File: src/rtl/uart_cmd_pkg.sv
// Shared types and defaults for the UART command wrapper.
// Holds the assembler/UART state enums and default timing constants.
package uart_cmd_pkg;

    localparam int DEF_BAUD_DIV    = 434;
    localparam int DEF_TIMEOUT_CYC = 1_000_000;
    localparam int FRAME_BITS      = 10;

    typedef enum logic {
        WAIT_HI = 1'b0,
        WAIT_LO = 1'b1
    } asm_state_t;

    typedef enum logic [1:0] {
        U_IDLE  = 2'd0,
        U_START = 2'd1,
        U_DATA  = 2'd2,
        U_STOP  = 2'd3
    } uart_state_t;

endpackage

File: src/rtl/uart_cmd_wrapper_uart.sv
// Byte-level 8N1 UART: receiver and transmitter running side by side.
// Ports: clk, rst_n (async, active low), i_rx serial in, o_rx_rdy/o_rx_data
//   one-cycle received-byte strobe and data, i_trmt/i_tx_data start a frame,
//   o_tx serial out, o_tx_busy frame in flight, o_tx_done last stop cycle.
module uart_cmd_wrapper_uart
    import uart_cmd_pkg::*;
#(
    parameter int BAUD_DIV = DEF_BAUD_DIV
) (
    input  logic       clk,
    input  logic       rst_n,
    input  logic       i_rx,
    output logic       o_rx_rdy,
    output logic [7:0] o_rx_data,
    input  logic       i_trmt,
    input  logic [7:0] i_tx_data,
    output logic       o_tx,
    output logic       o_tx_busy,
    output logic       o_tx_done
);

    localparam int CW = (BAUD_DIV > 1) ? $clog2(BAUD_DIV) : 1;
    localparam logic [CW-1:0] C_LAST = CW'(BAUD_DIV - 1);
    localparam logic [CW-1:0] C_HALF = CW'(BAUD_DIV / 2 - 1);
    localparam logic [3:0]    B_LAST = 4'(FRAME_BITS - 1);

    // ---------------- receiver ----------------
    logic          r_rx_meta;
    logic          r_rx_sync;
    logic          r_rx_prev;
    uart_state_t   r_rx_state;
    uart_state_t   w_rx_state_nxt;
    logic [CW-1:0] r_rx_cnt;
    logic [2:0]    r_rx_bit;
    logic [7:0]    r_rx_shift;
    logic          r_rx_rdy;
    logic          w_rx_fall;
    logic          w_rx_sample;
    logic          w_rx_good;
    logic          w_rx_restart;

    assign w_rx_fall = r_rx_prev & ~r_rx_sync;

    // Line idles high, so the synchronizer resets to 1 to avoid
    // a false start edge straight out of reset.
    always_ff @(posedge clk or negedge rst_n) begin
        if (!rst_n) begin
            r_rx_meta <= 1'b1;
            r_rx_sync <= 1'b1;
            r_rx_prev <= 1'b1;
        end else begin
            r_rx_meta <= i_rx;
            r_rx_sync <= r_rx_meta;
            r_rx_prev <= r_rx_sync;
        end
    end

    always_ff @(posedge clk or negedge rst_n) begin
        if (!rst_n) begin
            r_rx_state <= U_IDLE;
        end else begin
            r_rx_state <= w_rx_state_nxt;
        end
    end

    // START waits half a bit so every later sample lands mid-bit;
    // a start bit that has gone high again by then is a glitch.
    always_comb begin
        w_rx_state_nxt = r_rx_state;
        w_rx_sample    = 1'b0;
        w_rx_good      = 1'b0;
        unique case (r_rx_state)
            U_IDLE: begin
                if (w_rx_fall) begin
                    w_rx_state_nxt = U_START;
                end
            end
            U_START: begin
                if (r_rx_cnt == C_HALF) begin
                    w_rx_state_nxt = r_rx_sync ? U_IDLE : U_DATA;
                end
            end
            U_DATA: begin
                if (r_rx_cnt == C_LAST) begin
                    w_rx_sample = 1'b1;
                    if (r_rx_bit == 3'd7) begin
                        w_rx_state_nxt = U_STOP;
                    end
                end
            end
            U_STOP: begin
                if (r_rx_cnt == C_LAST) begin
                    w_rx_state_nxt = U_IDLE;
                    w_rx_good      = r_rx_sync;
                end
            end
            default: begin
                w_rx_state_nxt = U_IDLE;
            end
        endcase
    end

    assign w_rx_restart = (r_rx_state == U_IDLE)
                        || (w_rx_state_nxt != r_rx_state)
                        || w_rx_sample;

    always_ff @(posedge clk or negedge rst_n) begin
        if (!rst_n) begin
            r_rx_cnt   <= '0;
            r_rx_bit   <= '0;
            r_rx_shift <= '0;
            r_rx_rdy   <= 1'b0;
        end else begin
            r_rx_rdy <= w_rx_good;
            if (w_rx_restart) begin
                r_rx_cnt <= '0;
            end else begin
                r_rx_cnt <= r_rx_cnt + 1'b1;
            end
            // LSB arrives first: shift in from the top.
            if (w_rx_sample) begin
                r_rx_shift <= {r_rx_sync, r_rx_shift[7:1]};
                r_rx_bit   <= r_rx_bit + 1'b1;
            end
        end
    end

    assign o_rx_rdy  = r_rx_rdy;
    assign o_rx_data = r_rx_shift;

    // ---------------- transmitter ----------------
    logic [9:0]    r_tx_shift;
    logic          r_tx_busy;
    logic [CW-1:0] r_tx_cnt;
    logic [3:0]    r_tx_bit;
    logic          w_tx_tick;
    logic          w_tx_done;

    assign w_tx_tick = r_tx_busy && (r_tx_cnt == C_LAST);
    assign w_tx_done = w_tx_tick && (r_tx_bit == B_LAST);

    // The line is bit 0 of a 1-filled shift register, so reset
    // drives it high asynchronously and it idles high after a frame.
    always_ff @(posedge clk or negedge rst_n) begin
        if (!rst_n) begin
            r_tx_shift <= '1;
            r_tx_busy  <= 1'b0;
            r_tx_cnt   <= '0;
            r_tx_bit   <= '0;
        end else if (!r_tx_busy) begin
            if (i_trmt) begin
                r_tx_shift <= {1'b1, i_tx_data, 1'b0};
                r_tx_busy  <= 1'b1;
                r_tx_cnt   <= '0;
                r_tx_bit   <= '0;
            end
        end else if (w_tx_tick) begin
            r_tx_cnt   <= '0;
            r_tx_shift <= {1'b1, r_tx_shift[9:1]};
            if (w_tx_done) begin
                r_tx_busy <= 1'b0;
                r_tx_bit  <= '0;
            end else begin
                r_tx_bit <= r_tx_bit + 1'b1;
            end
        end else begin
            r_tx_cnt <= r_tx_cnt + 1'b1;
        end
    end

    assign o_tx      = r_tx_shift[0];
    assign o_tx_busy = r_tx_busy;
    assign o_tx_done = w_tx_done;

endmodule

File: src/rtl/uart_cmd_wrapper.sv
// Assembles two UART bytes into a 16-bit command and sends response bytes.
// Ports: clk, rst_n (async, active low), RX/TX serial link (idle high),
//   cmd/cmd_rdy assembled command + level flag, clr_cmd_rdy acknowledge,
//   resp/send_resp response byte + start strobe, resp_sent frame-done level.
// Build option: define CMD_TIMEOUT_EN to drop a lone first byte after
//   TIMEOUT_CYC idle cycles; without it WAIT_LO waits forever.
module uart_cmd_wrapper
    import uart_cmd_pkg::*;
#(
    parameter int BAUD_DIV    = DEF_BAUD_DIV,
    parameter int TIMEOUT_CYC = DEF_TIMEOUT_CYC
) (
    input  logic        clk,
    input  logic        rst_n,
    input  logic        RX,
    output logic        TX,
    output logic [15:0] cmd,
    output logic        cmd_rdy,
    input  logic        clr_cmd_rdy,
    input  logic [7:0]  resp,
    input  logic        send_resp,
    output logic        resp_sent
);

    logic       w_rx_rdy;
    logic [7:0] w_rx_data;
    logic       w_trmt;
    logic       w_tx;
    logic       w_tx_busy;
    logic       w_tx_done;
    logic       w_timeout;

    asm_state_t  r_state;
    asm_state_t  w_state_nxt;
    logic        w_load_hi;
    logic        w_load_cmd;
    logic [7:0]  r_staged;
    logic [15:0] r_cmd;
    logic        r_cmd_rdy;
    logic        r_resp_sent;

    // A strobe while a frame is in flight is simply not accepted.
    assign w_trmt = send_resp & ~w_tx_busy;

    uart_cmd_wrapper_uart #(
        .BAUD_DIV (BAUD_DIV)
    ) u_uart (
        .clk       (clk),
        .rst_n     (rst_n),
        .i_rx      (RX),
        .o_rx_rdy  (w_rx_rdy),
        .o_rx_data (w_rx_data),
        .i_trmt    (w_trmt),
        .i_tx_data (resp),
        .o_tx      (w_tx),
        .o_tx_busy (w_tx_busy),
        .o_tx_done (w_tx_done)
    );

`ifdef CMD_TIMEOUT_EN
    localparam int TW = $clog2(TIMEOUT_CYC + 1);
    logic [TW-1:0] r_to_cnt;

    assign w_timeout = (r_state == WAIT_LO)
                     && (r_to_cnt == TW'(TIMEOUT_CYC - 1));

    always_ff @(posedge clk or negedge rst_n) begin
        if (!rst_n) begin
            r_to_cnt <= '0;
        end else if ((r_state != WAIT_LO) || w_rx_rdy || w_timeout) begin
            r_to_cnt <= '0;
        end else begin
            r_to_cnt <= r_to_cnt + 1'b1;
        end
    end
`else
    logic w_unused_timeout;
    assign w_unused_timeout = |TIMEOUT_CYC;
    assign w_timeout        = 1'b0;
`endif

    always_ff @(posedge clk or negedge rst_n) begin
        if (!rst_n) begin
            r_state <= WAIT_HI;
        end else begin
            r_state <= w_state_nxt;
        end
    end

    always_comb begin
        w_state_nxt = r_state;
        w_load_hi   = 1'b0;
        w_load_cmd  = 1'b0;
        unique case (r_state)
            WAIT_HI: begin
                if (w_rx_rdy) begin
                    w_load_hi   = 1'b1;
                    w_state_nxt = WAIT_LO;
                end
            end
            WAIT_LO: begin
                if (w_rx_rdy) begin
                    w_load_cmd  = 1'b1;
                    w_state_nxt = WAIT_HI;
                end else if (w_timeout) begin
                    w_state_nxt = WAIT_HI;
                end
            end
            default: begin
                w_state_nxt = WAIT_HI;
            end
        endcase
    end

    // cmd only changes on a complete pair, so it stays stable while a
    // new first byte sits in the staging register.
    always_ff @(posedge clk or negedge rst_n) begin
        if (!rst_n) begin
            r_staged  <= '0;
            r_cmd     <= '0;
            r_cmd_rdy <= 1'b0;
        end else begin
            if (w_load_hi) begin
                r_staged <= w_rx_data;
            end
            if (w_load_cmd) begin
                r_cmd <= {r_staged, w_rx_data};
            end
            // Set has priority over the consumer's clear.
            if (w_load_cmd) begin
                r_cmd_rdy <= 1'b1;
            end else if (clr_cmd_rdy || w_load_hi) begin
                r_cmd_rdy <= 1'b0;
            end
        end
    end

    always_ff @(posedge clk or negedge rst_n) begin
        if (!rst_n) begin
            r_resp_sent <= 1'b0;
        end else if (w_tx_done) begin
            r_resp_sent <= 1'b1;
        end else if (w_trmt) begin
            r_resp_sent <= 1'b0;
        end
    end

    assign TX        = w_tx;
    assign cmd       = r_cmd;
    assign cmd_rdy   = r_cmd_rdy;
    assign resp_sent = r_resp_sent;

endmodule
File: config.mk
export PLATFORM = sky130hd
export DESIGN_NAME = uart_cmd_wrapper
export DESIGN_NICKNAME = d
export VERILOG_FILES = /design/src/rtl/uart_cmd_pkg.sv /design/src/rtl/uart_cmd_wrapper_uart.sv /design/src/rtl/uart_cmd_wrapper.sv
export SDC_FILE = /design/constraint.sdc
export NUM_CORES = 1
export LEC_CHECK = 0
export BUFFER_PORTS_ARGS = -buffer_cell sky130_fd_sc_hd__buf_2
export CAP_MARGIN = 15
export CORE_MARGIN = 5
export CORE_UTILIZATION = 40
export DETAILED_ROUTE_END_ITERATION = 16
export PLACE_DENSITY = 0.68
export SLEW_MARGIN = 30
export SYNTH_ARGS = -nofsm -noshare
export SYNTH_HDL_FRONTEND = slang
export SYNTH_SLANG_ARGS = --single-unit
File: constraint.sdc
create_clock -name clk -period 3.15 [get_ports clk]
set_input_delay 0.1575 -clock clk [delete_from_list [all_inputs] [get_ports clk]]
set_output_delay 0.1575 -clock clk [all_outputs]
set_load 0.05 [all_outputs]
# Word level (Yosys, flattened, before mapping)
# Cells that the tools add are included.
word_totals:
  regBits: 77
  latch_bits: 0
  ramBits: 0
  romBits: 0
  input_bits: 13
  out_inout_bits: 19
  n_memories: 0
classes:
  n_addsub: 4
  n_mul: 0
  div_mod_pow: 0
  order_cmp: 0
  eq_ne: 10
  shifts: 0
  n_mux: 35
  bitwise_logic: 5
  n_reduce_logical: 10
ops:
  columns: ["cell", "n"]
  rows:
  - ["2-to-1 mux 9 bit", 4]
  - ["2-to-1 mux 10 bit", 3]
  - ["adder 9 x 1 -> 9 bit, second input constant", 2]
  - ["equality test 9 bit, second input constant", 2]
  - ["2-to-1 mux 1 bit", 16]
  - ["2-to-1 mux 4 bit", 4]
  - ["2-to-1 mux 2 bit", 6]
  - ["equality test 9 x 8 -> 1 bit, second input constant", 1]
  - ["case mux 2 bit (4 select lines)", 1]
  - ["nonzero test 2 bit", 3]
  - ["adder 4 x 1 -> 4 bit, second input constant", 1]
  - ["equality test 2 bit, second input constant", 2]
  - ["equality test 4 bit, second input constant", 1]
  - ["adder 3 x 1 -> 3 bit, second input constant", 1]
  - ["equality test 3 bit, second input constant", 1]
  - ["logical OR 1 bit", 3]
  - ["inverter 1 bit", 3]
  - ["bitwise AND 1 bit", 2]
  - ["equality test 2 x 1 -> 1 bit, second input constant", 1]
  - ["logical AND 1 bit", 2]
  - ["logical NOT 2 bit", 1]
  - ["inequality test 2 bit", 1]
  - ["inequality test 2 bit, second input constant", 1]
  - ["case mux 1 bit (2 select lines)", 1]
  - ["AND reduction 2 bit", 1]

# Logic depth before layout (Yosys ltp)
depth:
  word_depth: 8
  mapped_depth: 7

# Cells and area by module
# From an unflattened synthesis, not the netlist that was laid out.
hier_totals:
  cells_unflattened: 285
  area_unflattened_um2: 3455.8
by_module_without_submodules:
  columns: ["module", "n_inst", "cells_per_inst", "area_each_um2"]
  rows:
  - ["uart_cmd_wrapper_uart", 1, 222, 2374.8]
  - ["uart_cmd_wrapper", 1, 63, 1081.0]

# Worst setup path before layout
# No wires, ideal clock.
synth_timing:
  kind: "reg-to-reg"
  from: "register u_uart.r_rx_cnt[0]"
  to: "register u_uart.r_rx_cnt[2]"
  setup_ps: 125
  arrival_time_ps: 1634
  required_ps: 3025
  path_slack_ps: 1391
  path_stages_with_launch: 7
  path_buffers: 0
  period_less_slack_ps: 1759
  path_cell_list: "dfrtp_1 > inv_1 > ha_1 > or4b_1 > or3_4 > a2bb2oi_4 > nor2_1"
synth_between:
  elab_chain_len: 7
synth_lines:
  columns: ["item", "line", "text"]
  rows:
  - ["start, declared", "uart_cmd_wrapper_uart.sv:33", "logic [CW-1:0] r_rx_cnt;"]
  - ["start signal, assigned", "uart_cmd_wrapper_uart.sv:118", "r_rx_cnt <= r_rx_cnt + 1'b1;"]
  - ["equality test 9 bit / equality test 9 x 8 -> 1 bit (equally long branches)", "uart_cmd_wrapper_uart.sv:84, uart_cmd_wrapper_uart.sv:92, uart_cmd_wrapper_uart.sv:79", null]
  - ["2-to-1 mux 2 bit (on tied branches)", "uart_cmd_wrapper_uart.sv:92, uart_cmd_wrapper_uart.sv:79, uart_cmd_wrapper_uart.sv:84", null]
  - ["case mux 2 bit (4 select lines)", "uart_cmd_wrapper_uart.sv:72", "unique case (r_rx_state)"]
  - ["inequality test 2 bit", "uart_cmd_wrapper_uart.sv:104", "|| (w_rx_state_nxt != r_rx_state)"]
  - ["logical OR 1 bit", "uart_cmd_wrapper_uart.sv:104", null]
  - ["logical OR 1 bit", "uart_cmd_wrapper_uart.sv:105", "|| w_rx_sample;"]
  - ["2-to-1 mux 9 bit *", "uart_cmd_wrapper_uart.sv:115", "if (w_rx_restart) begin"]
# Every way passes the cells marked *; elsewhere a longest branch is shown, timed or not.
# A chain may end at the register's enable or synchronous reset.

# Worst setup path in the final report
layout_timing:
  from: "register u_uart.r_tx_cnt[1]"
  to: "register u_uart.r_tx_bit[2]"
layout_between:
  elab_chain_len: 6
layout_lines:
  columns: ["item", "line", "text"]
  rows:
  - ["start, declared", "uart_cmd_wrapper_uart.sv:134", "logic [CW-1:0] r_tx_cnt;"]
  - ["start signal, assigned", "uart_cmd_wrapper_uart.sv:167", "r_tx_cnt <= r_tx_cnt + 1'b1;"]
  - ["equality test 9 bit *", "uart_cmd_wrapper_uart.sv:139", "assign w_tx_tick = r_tx_busy && (r_tx_cnt == C_LAST);"]
  - ["logical AND 1 bit *", "uart_cmd_wrapper_uart.sv:139", null]
  - ["logical AND 1 bit", "uart_cmd_wrapper_uart.sv:140", "assign w_tx_done = w_tx_tick && (r_tx_bit == B_LAST);"]
  - ["2-to-1 mux 4 bit", "uart_cmd_wrapper_uart.sv:160", "if (w_tx_done) begin"]
  - ["2-to-1 mux 4 bit", "uart_cmd_wrapper_uart.sv:157", "end else if (w_tx_tick) begin"]
  - ["2-to-1 mux 4 bit", "uart_cmd_wrapper_uart.sv:150", "end else if (!r_tx_busy) begin"]
  - ["end signal, assigned", "uart_cmd_wrapper_uart.sv:164", "r_tx_bit <= r_tx_bit + 1'b1;"]
  - ["end, declared", "uart_cmd_wrapper_uart.sv:135", "logic [3:0] r_tx_bit;"]
# Every way passes the cells marked *; elsewhere a longest branch is shown, timed or not. The select of a mux whose other input is x is not followed.

==> results by group <==
Outcome
  • Status: finished, final reports clean

STA
  • Crit path setup slack, layout: 1220 ps
  • Fin Setup TNS: 0 ps
  • Max-slew violations: 0
  • Skew final: 4.71 ps
  • Setup violators final: 0
  • Tcrit/Tclk final: approximately three fifths
  • Period minus WS final: 1930 ps
  • Measured slew at the worst slew-check pin: 737 ps
  • RSZ-0062 raised after global routing: false
  • Slew HR: 50.5%
  • Fmax: 0.519 GHz
  • Fin. Hold Viols: 0

Clocking
  • CTS tree: done
  • Bufs on Longest Clock Path: 2
  • Skew-Pair Late Insertion Delay: 340 ps
  • Clock root buffer: clkbuf_8
  • H-tree lvl count: 3
  • Total setup buffers inserted after CTS: 0
  • Total CTS buffers: 9
  • Reg clk slew, reported paths: approximately 80 ps
  • Clk sinks: 76

GRT
  • Pin count of the biggest net entering global routing: 77
  • Vias in the first global route: 2043
  • GRT overflow: 0
  • Total Routing Usage GR: 11.7%
  • Initial antenna violation count: 0
  • First-pass GRT wire length: 9.52 mm

Route
  • First drt pass iteration count: 4
  • Wire per inst: approximately 13 um
  • Initial DRC Count: 72
  • Vias: 2126
  • Antenna Violating Nets Remaining: 0
  • Post-Route WL: 5.56 mm
  • DRC violations left: 0
  • Routed vias/inst: 5.06

Synth
  • Post-synth ARST share: 100%
  • Main area contributors after synthesis: dfrtp_1, mux2_2, dfstp_2, ha_1, nor2_1
  • Commonest cells in the netlist: dfrtp_1, mux2_2, nor2_1, nand2_1, dfstp_2
  • Mapped Cells: about 280
  • Yosys Warn Count: 0
  • Synth cell types: between 40 and 50
  • Post-synth net total: 300
  • Synth Cell Area: 3350 sq um
  • Post-synth EDFFs: 0
  • Count leader, synth: dfrtp_1
  • Synth top area share: 47.8%
  • Synth Area per Inst: 12.1 sq um
  • Post-synth top flop: dfrtp_1
  • Sequential area share after synthesis: between 50% and 60%
  • Register bit total from synthesis: 76
  • Yosys top cell by area: dfrtp_1

Critical path
  • Startpoint types: flop
  • R2r startpoint: u_uart.r_tx_cnt[1]
  • Critical Path RT: 3360 ps
  • Crit path DAT: 2140 ps
  • CP Class: reg2reg
  • Critical Path End Type: flop
  • Max FO, Critical Path: 16
  • Worst reg-to-reg setup slack: 1220 ps
  • Setup crit start: u_uart.r_tx_cnt[1]

Final layout
  • # diodes: 0
  • Sequential cell area: roughly 1900 sq um
  • Fillers: 742
  • Footprint of the multi-input gates: 1340 sq um
  • Layout cells sized above 1: a little under a third
  • Final net count: 334
  • Area Growth Syn to Fin: 14.6%
  • Finished Cell Area: between 3000 and 4000 sq um

Power and ir drop
  • Static leakage: 1.85 nW
  • PD cells: between 600 and 700 nW/um^2
  • VDD IR max: around 270 uV

Placed design
  • I/O Buffers: 31
  • Placed cell area: 3590 sq um
  • GP Congestion: around 0.8
  • DP Worst Slack: 1230 ps
  • HPWL Detailed: 3.75 mm

Floorplanning
  • Initial Utilization: 41.0%
  • Die extent in x: 102 um
  • Die area: slightly above 10000 sq um
  • Core Area: 8180 sq um
  • Top Ports: 32
  • Die Y: just over 100 um
  • Site Rows: 33

Worst hold path
  • Hold path start: resp[7]
  • Hold Path Class: in2reg

Flow run
  • MaxCap Viol Count: 0
==> logic make-up after synthesis <==
logic type | share of synthesized area, %
simple gates | 12.4
flops | 57.2
compound gates | 9.04
mux | 12.4
buf+inv | 2.76
fa+ha+maj | 4.11
xor+xnor | 2.09
==> where the power goes <==
part	switching, mW	internal [mW]	total, mW
Combinational	0.150	0.149	0.299
Clock	0.353	0.471	0.823
Sequential	0.141	1.09	1.23
==> area by class of cell <==
class	count	share of cell area, %
sequential	76	49.9
multi-input combinational	178	34.9
tap	105	3.42
clock inverter	5	2.18
timing repair buffer	33	4.72
inverter	12	1.17
clock buffer	11	3.68
==> registers in the layout, indices dropped and copies added (netlist names) <==
signal             cells
cmd                   16
u_uart.r_rx_cnt        9
u_uart.r_tx_cnt        9
u_uart.r_tx_shift      9
r_staged               8
u_uart.o_rx_data       8
u_uart.r_tx_bit        4
u_uart.r_rx_bit        3
u_uart.r_rx_state      2
cmd_rdy                1
r_state                1
resp_sent              1
u_uart.o_rx_rdy        1
u_uart.o_tx_busy       1
u_uart.r_rx_meta       1
u_uart.r_rx_prev       1
u_uart.r_rx_sync       1
==> layout by cell type (no fill, tap or decap), drive strengths merged, types with 8 or more instances in the layout <==
master	Yosys	routed
nand3	10	10
dfrtp	64	64
buf	3	31
a21oi	8	8
clkbuf	7	11
mux2	35	35
dfstp	12	12
a31oi	8	8
inv	12	13
ha	11	11
nand2	13	13
o22ai	9	9
nor2	28	28
==> metal layers <==
metal	vias to the layer above	track usage (%)	wire, um
li1	1046	-	-
met3	4	3.58	246
met1	1044	15.8	2740
met2	32	17.5	2500
met4	0	5.21	75
met5	-	0	0
==> repair_timing <==
| item | 4_1_cts | 5_1_grt |
|---|---|---|
| gates resized for setup | 0 | 0 |
| hold buffers | 2 | 0 |
| hold endpoints to repair | 65 | 0 |
==> critical path, stage by stage (launching register included) <==
cell	delay (ps)
dfrtp_1	410
inv_1	90
ha_1	160
and4b_1	270
nand3_1	430
o211ai_1	340
o41ai_1	100
==> per-stage QoR <==
| stage | cells | util [%] | total power, mW | hold slack, ps |
|---|---|---|---|---|
| CTS | 420 | 46.9 | 2.39 | 29.2 |
| finish | 420 | 47.0 | 2.36 | 47.9 |
| global placement | 402 | 43.9 | 1.53 | 271 |
| global route | 420 | 47.0 | 2.50 | 62.9 |
| floorplan | 276 | - | 1.45 | -138 |
| detailed placement | 402 | 43.9 | 1.55 | 271 |
==> path summary, 6_finish.rpt <==
kind                                   endpoint  cells past startpoint
setup / recovery             u_uart.r_tx_bit[2]                      6
hold / removal             u_uart.r_tx_shift[8]                      3
setup reg to reg             u_uart.r_tx_bit[2]                      6
hold reg to reg                u_uart.r_rx_sync                      0
max in group asynchronous    u_uart.r_tx_cnt[8]                      2
min in group asynchronous                cmd[8]                      2
No activity file was read; power rests on OpenSTA's default activity.
